### src/rtl/game_flow_ctrl_pkg.sv
// game_pkg: shared types for the Tom & Jerry game.
// Shared by game_flow_ctrl, draw_gameover and the move controllers.
//   state_t   - round state. PAUSE exists only when GAME_PAUSE_EN is defined.
//   GO_*      - 2-bit game-over result codes.
//   sat_inc8  - saturating 8-bit increment.
package game_pkg;

  typedef enum logic [2:0] {
    IDLE  = 3'd0,
    PLAY  = 3'd1,
    WIN   = 3'd2,
    LOSE  = 3'd3,
    PAUSE = 3'd4
  } state_t;

  localparam logic [1:0] GO_NONE  = 2'b00;
  localparam logic [1:0] GO_JERRY = 2'b01;
  localparam logic [1:0] GO_TOM   = 2'b10;

  function automatic logic [7:0] sat_inc8(input logic [7:0] v);
    return (v == 8'hff) ? v : v + 8'd1;
  endfunction

endpackage

### src/rtl/game_flow_ctrl_if.sv
// game_flow_ctrl_if: game-flow signal bundle.
//   Inputs to the sequencer:
//     start, restart, cheese_taken, pause_key (pulses), overlap, vsync (levels).
//   Outputs from the sequencer:
//     state, freeze, cheese_req, cheese_ctr, sec_left, gameover.
//   master - drives the inputs and observes the results (key decoder, game logic, bench).
//   slave  - the sequencer itself.
interface game_flow_ctrl_if;
  import game_pkg::*;

  logic       start;
  logic       restart;
  logic       cheese_taken;
  logic       overlap;
  logic       vsync;
  logic       pause_key;
  state_t     state;
  logic       freeze;
  logic       cheese_req;
  logic [7:0] cheese_ctr;
  logic [7:0] sec_left;
  logic [1:0] gameover;

  modport master (
    output start, restart, cheese_taken, overlap, vsync, pause_key,
    input  state, freeze, cheese_req, cheese_ctr, sec_left, gameover
  );

  modport slave (
    input  start, restart, cheese_taken, overlap, vsync, pause_key,
    output state, freeze, cheese_req, cheese_ctr, sec_left, gameover
  );

endinterface

### src/rtl/game_flow_ctrl_sec_tick_gen.sv
// sec_tick_gen: one-second prescaler.
//   clk  - system clock
//   rst  - synchronous reset, active-low
//   run  - count enable; the count is held while low
//   clr  - return the count to 0 (wins over run)
//   tick - 1-cycle pulse in the cycle the count wraps from CLK_HZ-1 to 0
module sec_tick_gen #(
  parameter int unsigned CLK_HZ = 40_000_000
) (
  input  logic clk,
  input  logic rst,
  input  logic run,
  input  logic clr,
  output logic tick
);

  localparam int unsigned     CntW   = (CLK_HZ > 1) ? $clog2(CLK_HZ) : 1;
  localparam logic [CntW-1:0] CntMax = CntW'(CLK_HZ - 1);

  logic [CntW-1:0] cnt_q, cnt_d;

  assign tick = run && !clr && (cnt_q == CntMax);

  always_comb begin
    cnt_d = cnt_q;
    if (clr) begin
      cnt_d = '0;
    end else if (run) begin
      cnt_d = tick ? '0 : cnt_q + CntW'(1);
    end
  end

  always_ff @(posedge clk) begin
    if (!rst) begin
      cnt_q <= '0;
    end else begin
      cnt_q <= cnt_d;
    end
  end

endmodule

### src/rtl/game_flow_ctrl.sv
// game_flow_ctrl: round sequencer for the Tom & Jerry game.
// Owns game state, cheese score, round timer and the win/lose result.
//   clk - system clock
//   rst - synchronous reset, active-low
//   bus - game_flow_ctrl_if.slave
//     in : start, restart, cheese_taken, pause_key (pulses), overlap, vsync (levels)
//     out: state, freeze, cheese_req, cheese_ctr, sec_left, gameover (all registered)
// Optional build macro: GAME_PAUSE_EN adds the PAUSE state, toggled by pause_key.
module game_flow_ctrl
  import game_pkg::*;
#(
  parameter int unsigned CLK_HZ         = 40_000_000,
  parameter int unsigned ROUND_SEC      = 60,
  parameter int unsigned WIN_CHEESE     = 10,
  parameter int unsigned COLLIDE_FRAMES = 3
) (
  input logic            clk,
  input logic            rst,
  game_flow_ctrl_if.slave bus
);

  state_t     state_q, state_d;
  logic       freeze_q, freeze_d;
  logic       cheese_req_q, cheese_req_d;
  logic [7:0] cheese_ctr_q, cheese_ctr_d;
  logic [7:0] sec_left_q, sec_left_d;
  logic [1:0] gameover_q, gameover_d;
  logic [3:0] ovl_cnt_q, ovl_cnt_d;
  logic       vsync_q;

  logic frame_tick, sec_tick;
  logic reload, win, lose, cheese_ev;

  assign frame_tick = bus.vsync && !vsync_q;

`ifndef GAME_PAUSE_EN
  logic unused_pause_key;
  assign unused_pause_key = bus.pause_key;
`endif

  // Prescaler only runs in PLAY, so IDLE/WIN/LOSE/PAUSE all hold its count.
  sec_tick_gen #(
    .CLK_HZ(CLK_HZ)
  ) u_sec_tick_gen (
    .clk (clk),
    .rst (rst),
    .run (state_q == PLAY),
    .clr (reload),
    .tick(sec_tick)
  );

  // State register (together with the counters and output registers).
  always_ff @(posedge clk) begin
    if (!rst) begin
      state_q      <= IDLE;
      freeze_q     <= 1'b1;
      cheese_req_q <= 1'b0;
      cheese_ctr_q <= '0;
      sec_left_q   <= 8'(ROUND_SEC);
      gameover_q   <= GO_NONE;
      ovl_cnt_q    <= '0;
      vsync_q      <= 1'b0;
    end else begin
      state_q      <= state_d;
      freeze_q     <= freeze_d;
      cheese_req_q <= cheese_req_d;
      cheese_ctr_q <= cheese_ctr_d;
      sec_left_q   <= sec_left_d;
      gameover_q   <= gameover_d;
      ovl_cnt_q    <= ovl_cnt_d;
      vsync_q      <= bus.vsync;
    end
  end

  // Next state and counters.
  always_comb begin
    state_d      = state_q;
    cheese_ctr_d = cheese_ctr_q;
    sec_left_d   = sec_left_q;
    ovl_cnt_d    = ovl_cnt_q;
    reload       = 1'b0;
    win          = 1'b0;
    lose         = 1'b0;
    cheese_ev    = 1'b0;

    if (bus.restart) begin
      reload  = 1'b1;
      state_d = PLAY;
    end else begin
      case (state_q)
        IDLE: begin
          if (bus.start) begin
            reload  = 1'b1;
            state_d = PLAY;
          end
        end
        PLAY: begin
          if (bus.cheese_taken) begin
            cheese_ctr_d = sat_inc8(cheese_ctr_q);
            if (cheese_ctr_d == 8'(WIN_CHEESE)) begin
              win = 1'b1;
            end else begin
              cheese_ev = 1'b1;
            end
          end
          if (frame_tick) begin
            if (bus.overlap) begin
              ovl_cnt_d = (ovl_cnt_q == 4'hf) ? ovl_cnt_q : ovl_cnt_q + 4'd1;
            end else begin
              ovl_cnt_d = '0;
            end
            if (ovl_cnt_d >= 4'(COLLIDE_FRAMES)) begin
              lose = 1'b1;
            end
          end
          if (sec_tick && (sec_left_q != 8'd0)) begin
            sec_left_d = sec_left_q - 8'd1;
            if (sec_left_q == 8'd1) begin
              lose = 1'b1;
            end
          end
          if (win) begin
            state_d = WIN;
          end else if (lose) begin
            state_d = LOSE;
          end
`ifdef GAME_PAUSE_EN
          else if (bus.pause_key) begin
            state_d = PAUSE;
          end
`endif
        end
`ifdef GAME_PAUSE_EN
        PAUSE: begin
          if (bus.pause_key) begin
            state_d = PLAY;
          end
        end
`endif
        default: ;
      endcase
    end

    if (reload) begin
      cheese_ctr_d = '0;
      sec_left_d   = 8'(ROUND_SEC);
      ovl_cnt_d    = '0;
    end
  end

  // Next values of the registered outputs.
  always_comb begin
    freeze_d     = (state_d != PLAY);
    // A losing cycle ends the round, so no replacement cheese is requested.
    cheese_req_d = reload || (cheese_ev && !lose);
    gameover_d   = gameover_q;
    if (reload) begin
      gameover_d = GO_NONE;
    end else if (win) begin
      gameover_d = GO_JERRY;
    end else if (lose) begin
      gameover_d = GO_TOM;
    end
  end

  assign bus.state      = state_q;
  assign bus.freeze     = freeze_q;
  assign bus.cheese_req = cheese_req_q;
  assign bus.cheese_ctr = cheese_ctr_q;
  assign bus.sec_left   = sec_left_q;
  assign bus.gameover   = gameover_q;

endmodule

### src/flat_wrapper.sv
// flat-port wrapper written by rule: the top's interface ports become plain ports
module game_flow_ctrl_flat import game_pkg::*;
#(
  parameter int unsigned CLK_HZ         = 40_000_000,
  parameter int unsigned ROUND_SEC      = 60,
  parameter int unsigned WIN_CHEESE     = 10,
  parameter int unsigned COLLIDE_FRAMES = 3
)
  (clk, rst, bus_start, bus_restart, bus_cheese_taken, bus_overlap, bus_vsync, bus_pause_key, bus_state, bus_freeze, bus_cheese_req, bus_cheese_ctr, bus_sec_left, bus_gameover);
  game_flow_ctrl_if bus_i ();
  input logic clk;
  input logic rst;
  input wire logic [$bits(bus_i.start)-1:0] bus_start;
  input wire logic [$bits(bus_i.restart)-1:0] bus_restart;
  input wire logic [$bits(bus_i.cheese_taken)-1:0] bus_cheese_taken;
  input wire logic [$bits(bus_i.overlap)-1:0] bus_overlap;
  input wire logic [$bits(bus_i.vsync)-1:0] bus_vsync;
  input wire logic [$bits(bus_i.pause_key)-1:0] bus_pause_key;
  output wire logic [$bits(bus_i.state)-1:0] bus_state;
  output wire logic [$bits(bus_i.freeze)-1:0] bus_freeze;
  output wire logic [$bits(bus_i.cheese_req)-1:0] bus_cheese_req;
  output wire logic [$bits(bus_i.cheese_ctr)-1:0] bus_cheese_ctr;
  output wire logic [$bits(bus_i.sec_left)-1:0] bus_sec_left;
  output wire logic [$bits(bus_i.gameover)-1:0] bus_gameover;
  assign bus_i.start = bus_start;
  assign bus_i.restart = bus_restart;
  assign bus_i.cheese_taken = bus_cheese_taken;
  assign bus_i.overlap = bus_overlap;
  assign bus_i.vsync = bus_vsync;
  assign bus_i.pause_key = bus_pause_key;
  assign bus_state = bus_i.state;
  assign bus_freeze = bus_i.freeze;
  assign bus_cheese_req = bus_i.cheese_req;
  assign bus_cheese_ctr = bus_i.cheese_ctr;
  assign bus_sec_left = bus_i.sec_left;
  assign bus_gameover = bus_i.gameover;
  game_flow_ctrl #(.CLK_HZ(CLK_HZ), .ROUND_SEC(ROUND_SEC), .WIN_CHEESE(WIN_CHEESE), .COLLIDE_FRAMES(COLLIDE_FRAMES)) u_core (.clk(clk), .rst(rst), .bus(bus_i));
endmodule
### config.mk
export PLATFORM = sky130hd
export DESIGN_NAME = game_flow_ctrl_flat
export DESIGN_NICKNAME = d
export VERILOG_FILES = /design/src/rtl/game_flow_ctrl_pkg.sv /design/src/rtl/game_flow_ctrl_if.sv /design/src/rtl/game_flow_ctrl_sec_tick_gen.sv /design/src/rtl/game_flow_ctrl.sv /design/src/flat_wrapper.sv
export SDC_FILE = /design/constraint.sdc
export NUM_CORES = 1
export LEC_CHECK = 0
export ABC_AREA = 1
export BUFFER_PORTS_ARGS = -buffer_cell sky130_fd_sc_hd__buf_2
export CAP_MARGIN = 10
export CORE_MARGIN = 2
export CORE_UTILIZATION = 64
export DETAILED_ROUTE_END_ITERATION = 8
export GPL_TIMING_DRIVEN = 0
export PLACE_DENSITY = 0.85
export SLEW_MARGIN = 40
export SYNTH_ARGS = -nofsm -noshare
export SYNTH_HDL_FRONTEND = slang
export SYNTH_HIERARCHICAL = 1
export SYNTH_SLANG_ARGS = --single-unit
### constraint.sdc
create_clock -name clk -period 4.9 [get_ports clk]
set_input_delay 1.225 -clock clk [delete_from_list [all_inputs] [get_ports clk]]
set_output_delay 1.225 -clock clk [all_outputs]
set_load 0.1 [all_outputs]
# ---- Yosys cells after proc, flatten, opt, wreduce, memory -nomap -nowiden
# Cells that the tools add are included.
# W data, S select, Z words.
dict set report op_classes {
  n_addsub 4
  n_eq_ne 7
  mux 35
  bitwise 2
  n_reduce_logical 17
  n_lt_le_gt_ge 1
}
# cell count
set ops {}
lappend ops {{$add A26 B1 Y26 const B} 1}
lappend ops {{$eq A26 B26 Y1 const B} 1}
lappend ops {{$mux W26} 1}
lappend ops {{$mux W1} 23}
lappend ops {{$mux W4} 5}
lappend ops {{$mux W3} 4}
lappend ops {{$reduce_and A3 Y1} 3}
lappend ops {{$add A8 B1 Y8 const B} 1}
lappend ops {{$eq A8 B1 Y1 const B} 1}
lappend ops {{$eq A8 B4 Y1 const B} 1}
lappend ops {{$eq A8 B8 Y1 const B} 1}
lappend ops {{$mux W8} 1}
lappend ops {{$reduce_bool A8 Y1} 1}
lappend ops {{$sub A8 B1 Y8 const B} 1}
lappend ops {{$pmux W3 S2} 1}
lappend ops {{$logic_and A1 B1 Y1} 5}
lappend ops {{$add A4 B1 Y4 const B} 1}
lappend ops {{$eq A4 B4 Y1 const B} 1}
lappend ops {{$ge A4 B2 Y1 const B} 1}
lappend ops {{$eq A3 B1 Y1 const B} 1}
lappend ops {{$logic_not A1 Y1} 3}
lappend ops {{$logic_not A3 Y1} 1}
lappend ops {{$ne A3 B1 Y1 const B} 1}
lappend ops {{$reduce_or A3 Y1} 1}
lappend ops {{4 further kinds} 5}
dict set report totals {
  register_bits 54
  in_bits 8
  out_inout_bits 23
}

# ---- Longest topological paths before layout
# Gate-level depths: netlist of the first run.
dict set report logic_depth {
  ltp_word 18
  mapped_depth 17
}

# ---- Cells and area by module
# The synthesis of the first run kept the hierarchy.
# mod area_each_um2 instances seq_area_each_um2 cells_each
set modules_own_cells {}
lappend modules_own_cells {game_flow_ctrl 1626.6 1 560.5 243}
lappend modules_own_cells {sec_tick_gen 1544.0 1 520.5 248}

# ---- Worst setup path before layout of the first run
# No wires, ideal clock.
dict set report synth_path {
  path_type {input-to-reg}
  startpoint {input port bus_start}
  endpoint {register u_core.sec_left_q[5], in the netlist u_core/bus.sec_left[5]}
  stages 13
  path_slack_ps 2153
  setup_ps 127
  required_time_ps 4773
  arrival_ps 2619
  cell_sequence {a31oi_1 inv_2 inv_1 nand2_1 nor2_1 nand3_1 nor2_2 a21boi_2 nand2_2 nor2_2 nand3_1 o21ai_1 nand3_1}
}
dict set report synth_via {
  elab_chain_len 8
}
# element line
set synth_lines {}
lappend synth_lines {{start: declaration} flat_wrapper.sv:13} ;# input wire logic [$bits(bus_i.start)-1:0] bus_start;
lappend synth_lines {{$mux W1} game_flow_ctrl.sv:92} ;# if (bus.start) begin
lappend synth_lines {{$mux W1} game_flow_ctrl.sv:90} ;# case (state_q)
lappend synth_lines {{$mux W1} game_flow_ctrl.sv:86} ;# if (bus.restart) begin
lappend synth_lines {{via u_core.reload} game_flow_ctrl.sv:32} ;# logic reload, win, lose, cheese_ev;
lappend synth_lines {{$logic_not A1 Y1} game_flow_ctrl_sec_tick_gen.sv:22} ;# assign tick = run && !clr && (cnt_q == CntMax);
lappend synth_lines {{$logic_and A1 B1 Y1 (2 in series)} game_flow_ctrl_sec_tick_gen.sv:22}
lappend synth_lines {{via u_core.sec_tick} game_flow_ctrl.sv:31} ;# logic frame_tick, sec_tick;
lappend synth_lines {{$logic_and A1 B1 Y1} game_flow_ctrl.sv:116} ;# if (sec_tick && (sec_left_q != 8'd0)) begin
lappend synth_lines {{$reduce_and A3 Y1 (no source line)} --}
lappend synth_lines {{end signal: assignment} game_flow_ctrl.sv:59} ;# sec_left_q <= 8'(ROUND_SEC);
lappend synth_lines {{end signal: assignment} game_flow_ctrl.sv:68} ;# sec_left_q <= sec_left_d;
lappend synth_lines {{end: declaration} game_flow_ctrl.sv:26} ;# logic [7:0] sec_left_q, sec_left_d;
# The timed path passes the listed nets, and every way through them passes these cells.
# A chain may end at the register's enable or synchronous reset.

# ---- Worst setup path after layout of the first run
dict set report layout_path {
  startpoint {input port bus_restart}
  endpoint {register u_core.sec_left_q[5], in the netlist u_core/bus.sec_left[5]}
}
dict set report layout_via {
  elab_chain_len 6
}
# element line
set layout_lines {}
lappend layout_lines {{start: declaration} flat_wrapper.sv:14} ;# input wire logic [$bits(bus_i.restart)-1:0] bus_restart;
lappend layout_lines {{$mux W1} game_flow_ctrl.sv:86}
lappend layout_lines {{via u_core.reload} game_flow_ctrl.sv:32}
lappend layout_lines {{$logic_not A1 Y1} game_flow_ctrl_sec_tick_gen.sv:22}
lappend layout_lines {{$logic_and A1 B1 Y1 (2 in series)} game_flow_ctrl_sec_tick_gen.sv:22}
lappend layout_lines {{via u_core.sec_tick} game_flow_ctrl.sv:31}
lappend layout_lines {{$logic_and A1 B1 Y1} game_flow_ctrl.sv:116}
lappend layout_lines {{$reduce_and A3 Y1 (no source line)} --}
# The timed path passes the listed nets, and every way through them passes these cells.

==> summary.md, run 1 <==
| Metric | Value |
|---|---|
| HPWL after detailed placement | 5.14 mm |
| Clock Skew | 0.00808 ns |
| Ys async rst share | 0% |
| Core area | 4750 µm² |
| DRT iter0 DRCs | 212 |
| CP endpoint kind | flip-flop |
| Setup tns final | 0 ns |
| Wirelength, routed | 7.08 mm |
| Fillers | 401 |
| Vias in the first global route | 2732 |
| Routed len/inst | 11.9 µm |
| Root Driver | clkbuf_8 |
| Syn-to-layout area delta | 10.8% |
| Synth warn | 6 |
| Area of the multi-input gates | 1780 µm² |
| Dominant synthesized flop cell | dfxtp_1 |
| Postcts setup bufs | 0 |
| ANT nets after route | 0 |
| N_diodes | 0 |
| Post-synth top area share | 34.1% |
| Net count after synthesis | 504 |
| Slew @ Worst Pin | 0.499 ns |
| CTS Sinks | 54 |
| CTS resizes | 0 |
| Vias/cell | 5.17 |
| 1st-pass router iterations | 6 |
| Normalized max-slew margin | 67.0% |
| Leakage | 0.00159 µW |
| Worst Path Arrival | 3.06 ns |
| Cell Area, Synth | 3170 µm² |
| Worst Path Required | 5.11 ns |
| Hold buffer count at cts | 0 |
| Worst vdd ir | 0.153 mV |
| TritonCTS clock tree | built |
| Die width | 74.4 µm |
| Starting Density | 66.7% |
| Share of cells above drive strength 1 | 15.5% |
| Total grt overflow | 0 |
| Pins Over Slew Limit | 0 |
| Synth top area cells | dfxtp_1, nand2_1, nor2_1, inv_1, nand3_1 |
| Initial antenna violation count | 0 |
| Pin count of the biggest net entering global routing | 18 |
| Total Routing Usage GR | 27.1% |
| Area of the die | 5530 µm² |
| Setup Viol. Count Final | 0 |
| Seq/Total Area, Yosys | 34.1% |
| CTS clk-pin slew, worst paths | 0.10 ns |
| DRC viols | 0 |
| Minimum clock period | 2.85 ns |
| RSZ-0062 raised after global routing | false |
| # port buffers | 29 |
| Worst setup SP type | input port |
| WS Path Type | input port to flip-flop |
| # H-tree levels | 2 |
| Max Freq | 351 MHz |
| Max FO, Critical Path | 5 |
| P per Cell Area | 233 nW/µm² |
| Total CTS buffers | 5 |
| Longest Clk Path Bufs | 2 |
| First-pass GRT wire length | 11.7 mm |
| #FFs+latches synth | 54 |
| Ports | 31 |
| Synth area leader | dfxtp_1 |
| Row count | 25 |
| Via count | 3076 |
| Status | finished, final reports clean |
| Clk_lat worst skew | 0.32 ns |
| FF+latch area | 1080 µm² |
| Routability cong. | 0.924 |
| Worst reg2reg setup slack | 2.60 ns |
| Die Y | 74.4 µm |
| Top-count cell post-synth | nand2_1 |
| Synth Area per Inst | 6.46 µm² |
| Period utilisation layout | 58.2% |
| Min-Delay Path Class | flip-flop to flip-flop |
| NumNets Final | 540 |
| Cell variety after synth | 36 |
| Hold Slack | 0.470 ns |
| Final Hold Fails | 0 |
| Max Cap Viol | 0 |
| Synthesized instance count | 491 |
| Top cells by count, synth | nand2_1, nor2_1, inv_1 |
| Number of synthesized flops with an enable pin | 0 |
==> sequential cells by signal, summed over array words and instances, names as in the netlist <==
name                         count
u_core/u_sec_tick_gen/cnt_q     26
u_core/bus.gameover              2
u_core/bus.freeze                1
u_core/ovl_cnt_q                 4
u_core/vsync_q                   1
u_core/bus.cheese_req            1
u_core/bus.cheese_ctr            8
u_core/bus.state                 3
u_core/bus.sec_left              8
==> cell families (layout without fill, tap and decap cells) <==
kind of cell,after synthesis,count (layout),synth area share [%]
buf+inv,77,114,9.79
fa+ha+maj,5,5,1.97
compound gates,42,42,7.50
xor+xnor,12,12,3.32
simple gates,301,301,43.3
flops,54,54,34.1
==> worst max-delay path: stages <==
cell and delay (ns):
buf_2 0.13, a31oi_1 0.24, inv_2 0.10, inv_1 0.08
nand2_1 0.05, nor2_1 0.17, nand3_1 0.11, nor2_2 0.16
a21boi_2 0.21, nand2_2 0.11, nor2_2 0.14, nand3_1 0.11
o21ai_1 0.13, nand3_1 0.07
==> layout make-up <==
class                      count  share of cell area, %
multi-input combinational    360                   50.7
sequential                    54                   30.8
inverter                      72                   7.70
timing repair buffer          29                   4.13
tap                           67                   2.39
clock buffer                   5                   1.96
clock inverter                 3                   1.25
buffer                         5                   1.14
==> where the power goes <==
group          internal [µW]  switching [µW]  total, µW
combinational           15.3            50.3       65.6
sequential               443            3.19        446
clock                    153             152        306
==> metal layers <==
| metal | routed length, µm | global-route usage (%) |
|---|---|---|
| met5 | 0 | 0 |
| met1 | 3150 | 33.6 |
| met2 | 3350 | 45.5 |
| met4 | 146 | 12.1 |
| met3 | 434 | 5.28 |
==> metrics by stage <==
stage | instance area, µm² | total power [µW] | worst slack [ns] | instances | utilization, %
after detailed placement | 3400 | 521 | 1.78 | 587 | 71.5
after CTS | 3510 | 827 | 2.11 | 595 | 73.9
after global placement | 3400 | 520 | 1.81 | 587 | 71.5
final | 3510 | 817 | 2.05 | 595 | 73.9
after global routing | 3510 | 848 | 1.86 | 595 | 73.9
after floorplan | 3170 | 506 | 2.15 | 491 | -
==> placed cells by master, fill, tap and decap left out, drive strengths merged, types with 2 or more instances in the layout <==
cell / Yosys / layout
a21oi: 18 / 18
clkbuf: 0 / 5
a31oi: 2 / 2
xnor2: 3 / 3
buf: 5 / 34
clkinv: 2 / 3
inv: 70 / 71
nor2: 105 / 105
nor3: 4 / 4
nand4: 7 / 7
xor2: 9 / 9
dfxtp: 54 / 54
nand3b: 2 / 2
a21boi: 2 / 2
nand3: 41 / 41
o21ai: 14 / 14
a211oi: 2 / 2
ha: 5 / 5
o211ai: 2 / 2
nand2: 139 / 139
==> final timing paths <==
| path | endpoint | start | cells past startpoint |
|---|---|---|---|
| max | u_core/bus.sec_left[5]$_SDFFE_PP1P_ | bus_restart | 14 |
| min reg2reg | u_core/bus.gameover[0]$_SDFFE_PP0P_ | u_core/bus.gameover[0]$_SDFFE_PP0P_ | 2 |
| max reg2reg | u_core/bus.sec_left[5]$_SDFFE_PP1P_ | u_core/bus.state[1]$_SDFF_PN0_ | 16 |
| min | u_core/bus.gameover[0]$_SDFFE_PP0P_ | u_core/bus.gameover[0]$_SDFFE_PP0P_ | 2 |
(Power assumes the default switching activity.)
==> run 2: changes to the inputs <==
--- a/config.mk
+++ b/config.mk
@@ -9,10 +9,10 @@
 export BUFFER_PORTS_ARGS = -buffer_cell sky130_fd_sc_hd__buf_2
 export CAP_MARGIN = 10
 export CORE_MARGIN = 2
-export CORE_UTILIZATION = 64
+export CORE_UTILIZATION = 59
 export DETAILED_ROUTE_END_ITERATION = 8
 export GPL_TIMING_DRIVEN = 0
-export PLACE_DENSITY = 0.85
+export PLACE_DENSITY = 0.8
 export SLEW_MARGIN = 40
 export SYNTH_ARGS = -nofsm -noshare
 export SYNTH_HDL_FRONTEND = slang
==> constraint.sdc (replaced) <==
create_clock -name clk -period 2.9 [get_ports clk]
set_input_delay 0.725 -clock clk [delete_from_list [all_inputs] [get_ports clk]]
set_output_delay 0.725 -clock clk [all_outputs]
set_load 0.1 [all_outputs]
==> run 2 against run 1 <==
  * Final area about the same
  * Utilization fell by 5.5 points
  * Die area up 8.0%
  * Critical path type unchanged
  * Largest cell class unchanged
==> summary.md, run 2 (synthesized netlist as in run 1, its figures left out) <==
| Metric | Value |
|---|---|
| Hold-critical path depth | 2 (unchanged) |
| Setup Viol. Count Final | 0 (unchanged) |
| CP endpoint kind | flip-flop |
| Max stage delay cell, worst path | a31oi_1 |
| Met2 global-route usage | 41.4% (-4.1 points) |
| Starting Density | 61.7% (-5.0 points) |
| Slew @ Worst Pin | 0.488 ns (-0.0104 ns) |
| Initial antenna violation count | 0 (unchanged) |
| Pins Over Slew Limit | 0 (unchanged) |
| Minimum clock period | 2.32 ns |
| Share of cells above drive strength 1 | 15.3% (-0.19 points) |
| M3 GR Usage | 3.76% (-1.5 points) |
| Vias in the first global route | 2818 (+3.1%) |
| Pin count of the biggest net entering global routing | 17 (-1) |
| Max Freq | 431 MHz |
| ANT nets after route | 0 (unchanged) |
| Slowest cell delay on critical path | 0.23 ns (about the same) |
| CP Cell Sequence | buf_2, a31oi_1, inv_2, inv_1, nand2_1, nor2_1, nand3_1, nor2_2, a21boi_2, nand2_2, nor2_2, nand3_1, o21ai_1, nand3_1 |
| Total Routing Usage GR | 23.2% (-3.8 points) |
| Total grt overflow | 0 (unchanged) |
| Min-Delay Path Class | flip-flop to flip-flop |
| Final worst setup slack | 0.580 ns (-1.47 ns) |
| CTS resizes | 0 (unchanged) |
| Worst setup SP type | input port |
| Max FO, Critical Path | 5 (unchanged) |
| Period utilisation layout | 80.0% |
| Clk_lat worst skew | 0.31 ns (about the same) |
| Longest Clk Path Bufs | 2 (unchanged) |
| CTS clk-pin slew, worst paths | 0.10 ns (about the same) |
| 1st-pass router iterations | 5 (-1) |
| RSZ-0062 raised after global routing | false |
| Hold path endpoint | u_core/bus.gameover[0]$_SDFFE_PP0P_ |
| TritonCTS clock tree | built |
| Worst Path Arrival | 2.52 ns (-0.54 ns) |
| Routability cong. | 0.910 (-1.6%) |
| WS Path Type | input port to flip-flop |
| N_diodes | 0 (unchanged) |
| HPWL after detailed placement | 5.22 mm (+1.4%) |
| Leakage | 0.00158 µW (-0.45%) |
| Vias/cell | 5.14 (-0.53%) |
| NumNets Final | 540 (unchanged) |
| Setup tns final | 0 ns (unchanged) |
| Worst reg2reg setup slack | 0.64 ns (-1.96 ns) |
| Row count | 26 (+4.0%) |
| Dpl ws | 0.290 ns (-1.49 ns) |
| Area of the die | 5980 µm² (+8.0%) |
| Fillers | 481 (+20%) |
| Met1 Use GR | 27.7% (-5.9 points) |
| Max reg flops | 26 (unchanged) |
| Reg2reg path depth | 16 (unchanged) |
| Reg2Reg Capture Point | u_core/bus.sec_left[5]$_SDFFE_PP1P_ |
| Root Driver | clkbuf_8 |
| Biggest register | u_core/u_sec_tick_gen/cnt_q |
| Normalized max-slew margin | 67.7% (+0.69 points) |
| Core area | 5140 µm² (+8.1%) |
| Worst vdd ir | 0.245 mV (+61%) |
| DRC viols | 0 (unchanged) |
| First-pass GRT wire length | 11.5 mm (-1.2%) |
| Most Frequent Cell on Critical Path | nand3_1 |
| GRT Max-Usage Layer | met2 |
| Final Hold Fails | 0 (unchanged) |
| Clock Skew | 0.0101 ns (+0.00202 ns) |
| P per Cell Area | 388 nW/µm² (+67%) |
| Wirelength, routed | 6.73 mm (-5.0%) |
| Commonest non-fill, non-tap cell in the layout | nand2_1 |
| Via count | 3075 (-0.033%) |
| Hold buffer count at cts | 0 (unchanged) |
| Status | finished, final reports clean |
| Syn-to-layout area delta | 10.8% (about the same) |
| Die Y | 77.3 µm (+3.9%) |
| Worst Path Required | 3.10 ns (-2.01 ns) |
| Ports | 31 (unchanged) |
| # H-tree levels | 2 (unchanged) |
| Total Power | 1360 µW (+67%) |
| Worst flop-to-flop path startpoint | u_core/bus.state[1]$_SDFF_PN0_ |
| Most frequent cells in the layout | nand2_1, nor2_1, inv_1, dfxtp_1, nand3_1 |
| Routed len/inst | 11.2 µm (-5.5%) |
| Die width | 77.3 µm (+3.9%) |
| # port buffers | 29 (unchanged) |
| Hold path startpoint | u_core/bus.gameover[0]$_SDFFE_PP0P_ |
| CTS Sinks | 54 (unchanged) |
| DRT iter0 DRCs | 148 (-30%) |
| Postcts setup bufs | 0 (unchanged) |
| Max Cap Viol | 0 (unchanged) |
| Total CTS buffers | 5 (unchanged) |
==> run 2: cell types whose count changed in the layout (fill, tap and decap cells not counted) <==
cell        delta
clkbuf_1       +1
clkinv_2       -1
clkinvlp_4     +1
inv_6          -1
==> run 2: per-stage QoR <==
stage / std cells / cell area, µm² / hold WS, ns / util, %
floorplan: 491 / 3170 / 0.467 / -
global placement: 590 / 3400 / 0.459 / 66.2
detailed placement: 590 / 3400 / 0.460 / 66.2
CTS: 598 / 3510 / 0.475 / 68.4
global route: 598 / 3510 / 0.517 / 68.4
finish: 598 / 3510 / 0.485 / 68.4
==> run 2: power breakdown <==
group          total [µW]  switching [µW]  internal [µW]
clock                 502             244            258
sequential            753            5.33            748
combinational         109            83.4           25.8
==> run 2: area by class of cell <==
type	count	area, µm²	area share [%]
clock buffer	6	72.6	2.07
inverter	72	270	7.69
multi-input combinational	360	1780	50.6
clock inverter	2	37.5	1.07
tap	70	87.6	2.49
timing repair buffer	29	145	4.13
buffer	5	40.0	1.14
sequential	54	1080	30.8
==> run 2: worst max-delay path by stage <==
stage / start / end / slack [ns]
2_1_floorplan: u_core/bus.state[0]$_SDFF_PN0_ / u_core/bus.sec_left[5]$_SDFFE_PP1P_ / 0.25
3_3_place_gp: bus_restart / u_core/bus.sec_left[5]$_SDFFE_PP1P_ / 0.35
3_5_place_dp: bus_restart / u_core/bus.sec_left[5]$_SDFFE_PP1P_ / 0.29
4_1_cts: bus_restart / u_core/bus.sec_left[5]$_SDFFE_PP1P_ / 0.62
5_1_grt: u_core/bus.state[1]$_SDFF_PN0_ / u_core/bus.sec_left[5]$_SDFFE_PP1P_ / 0.37
6_report: bus_restart / u_core/bus.sec_left[5]$_SDFFE_PP1P_ / 0.58
==> run 2: worst max-delay path, delay by kind of cell <==
kind / cells / cell delay [ns]
simple gates: 8 / 0.91
buf+inv: 3 / 0.30
compound gates: 3 / 0.58
==> run 2: metal layers <==
layer  vias up  share of wire [%]
met4         0                1.4
met2        59                 51
met1      1396                 45
li1       1609                  -
met3        11                3.5
met5         -                  0
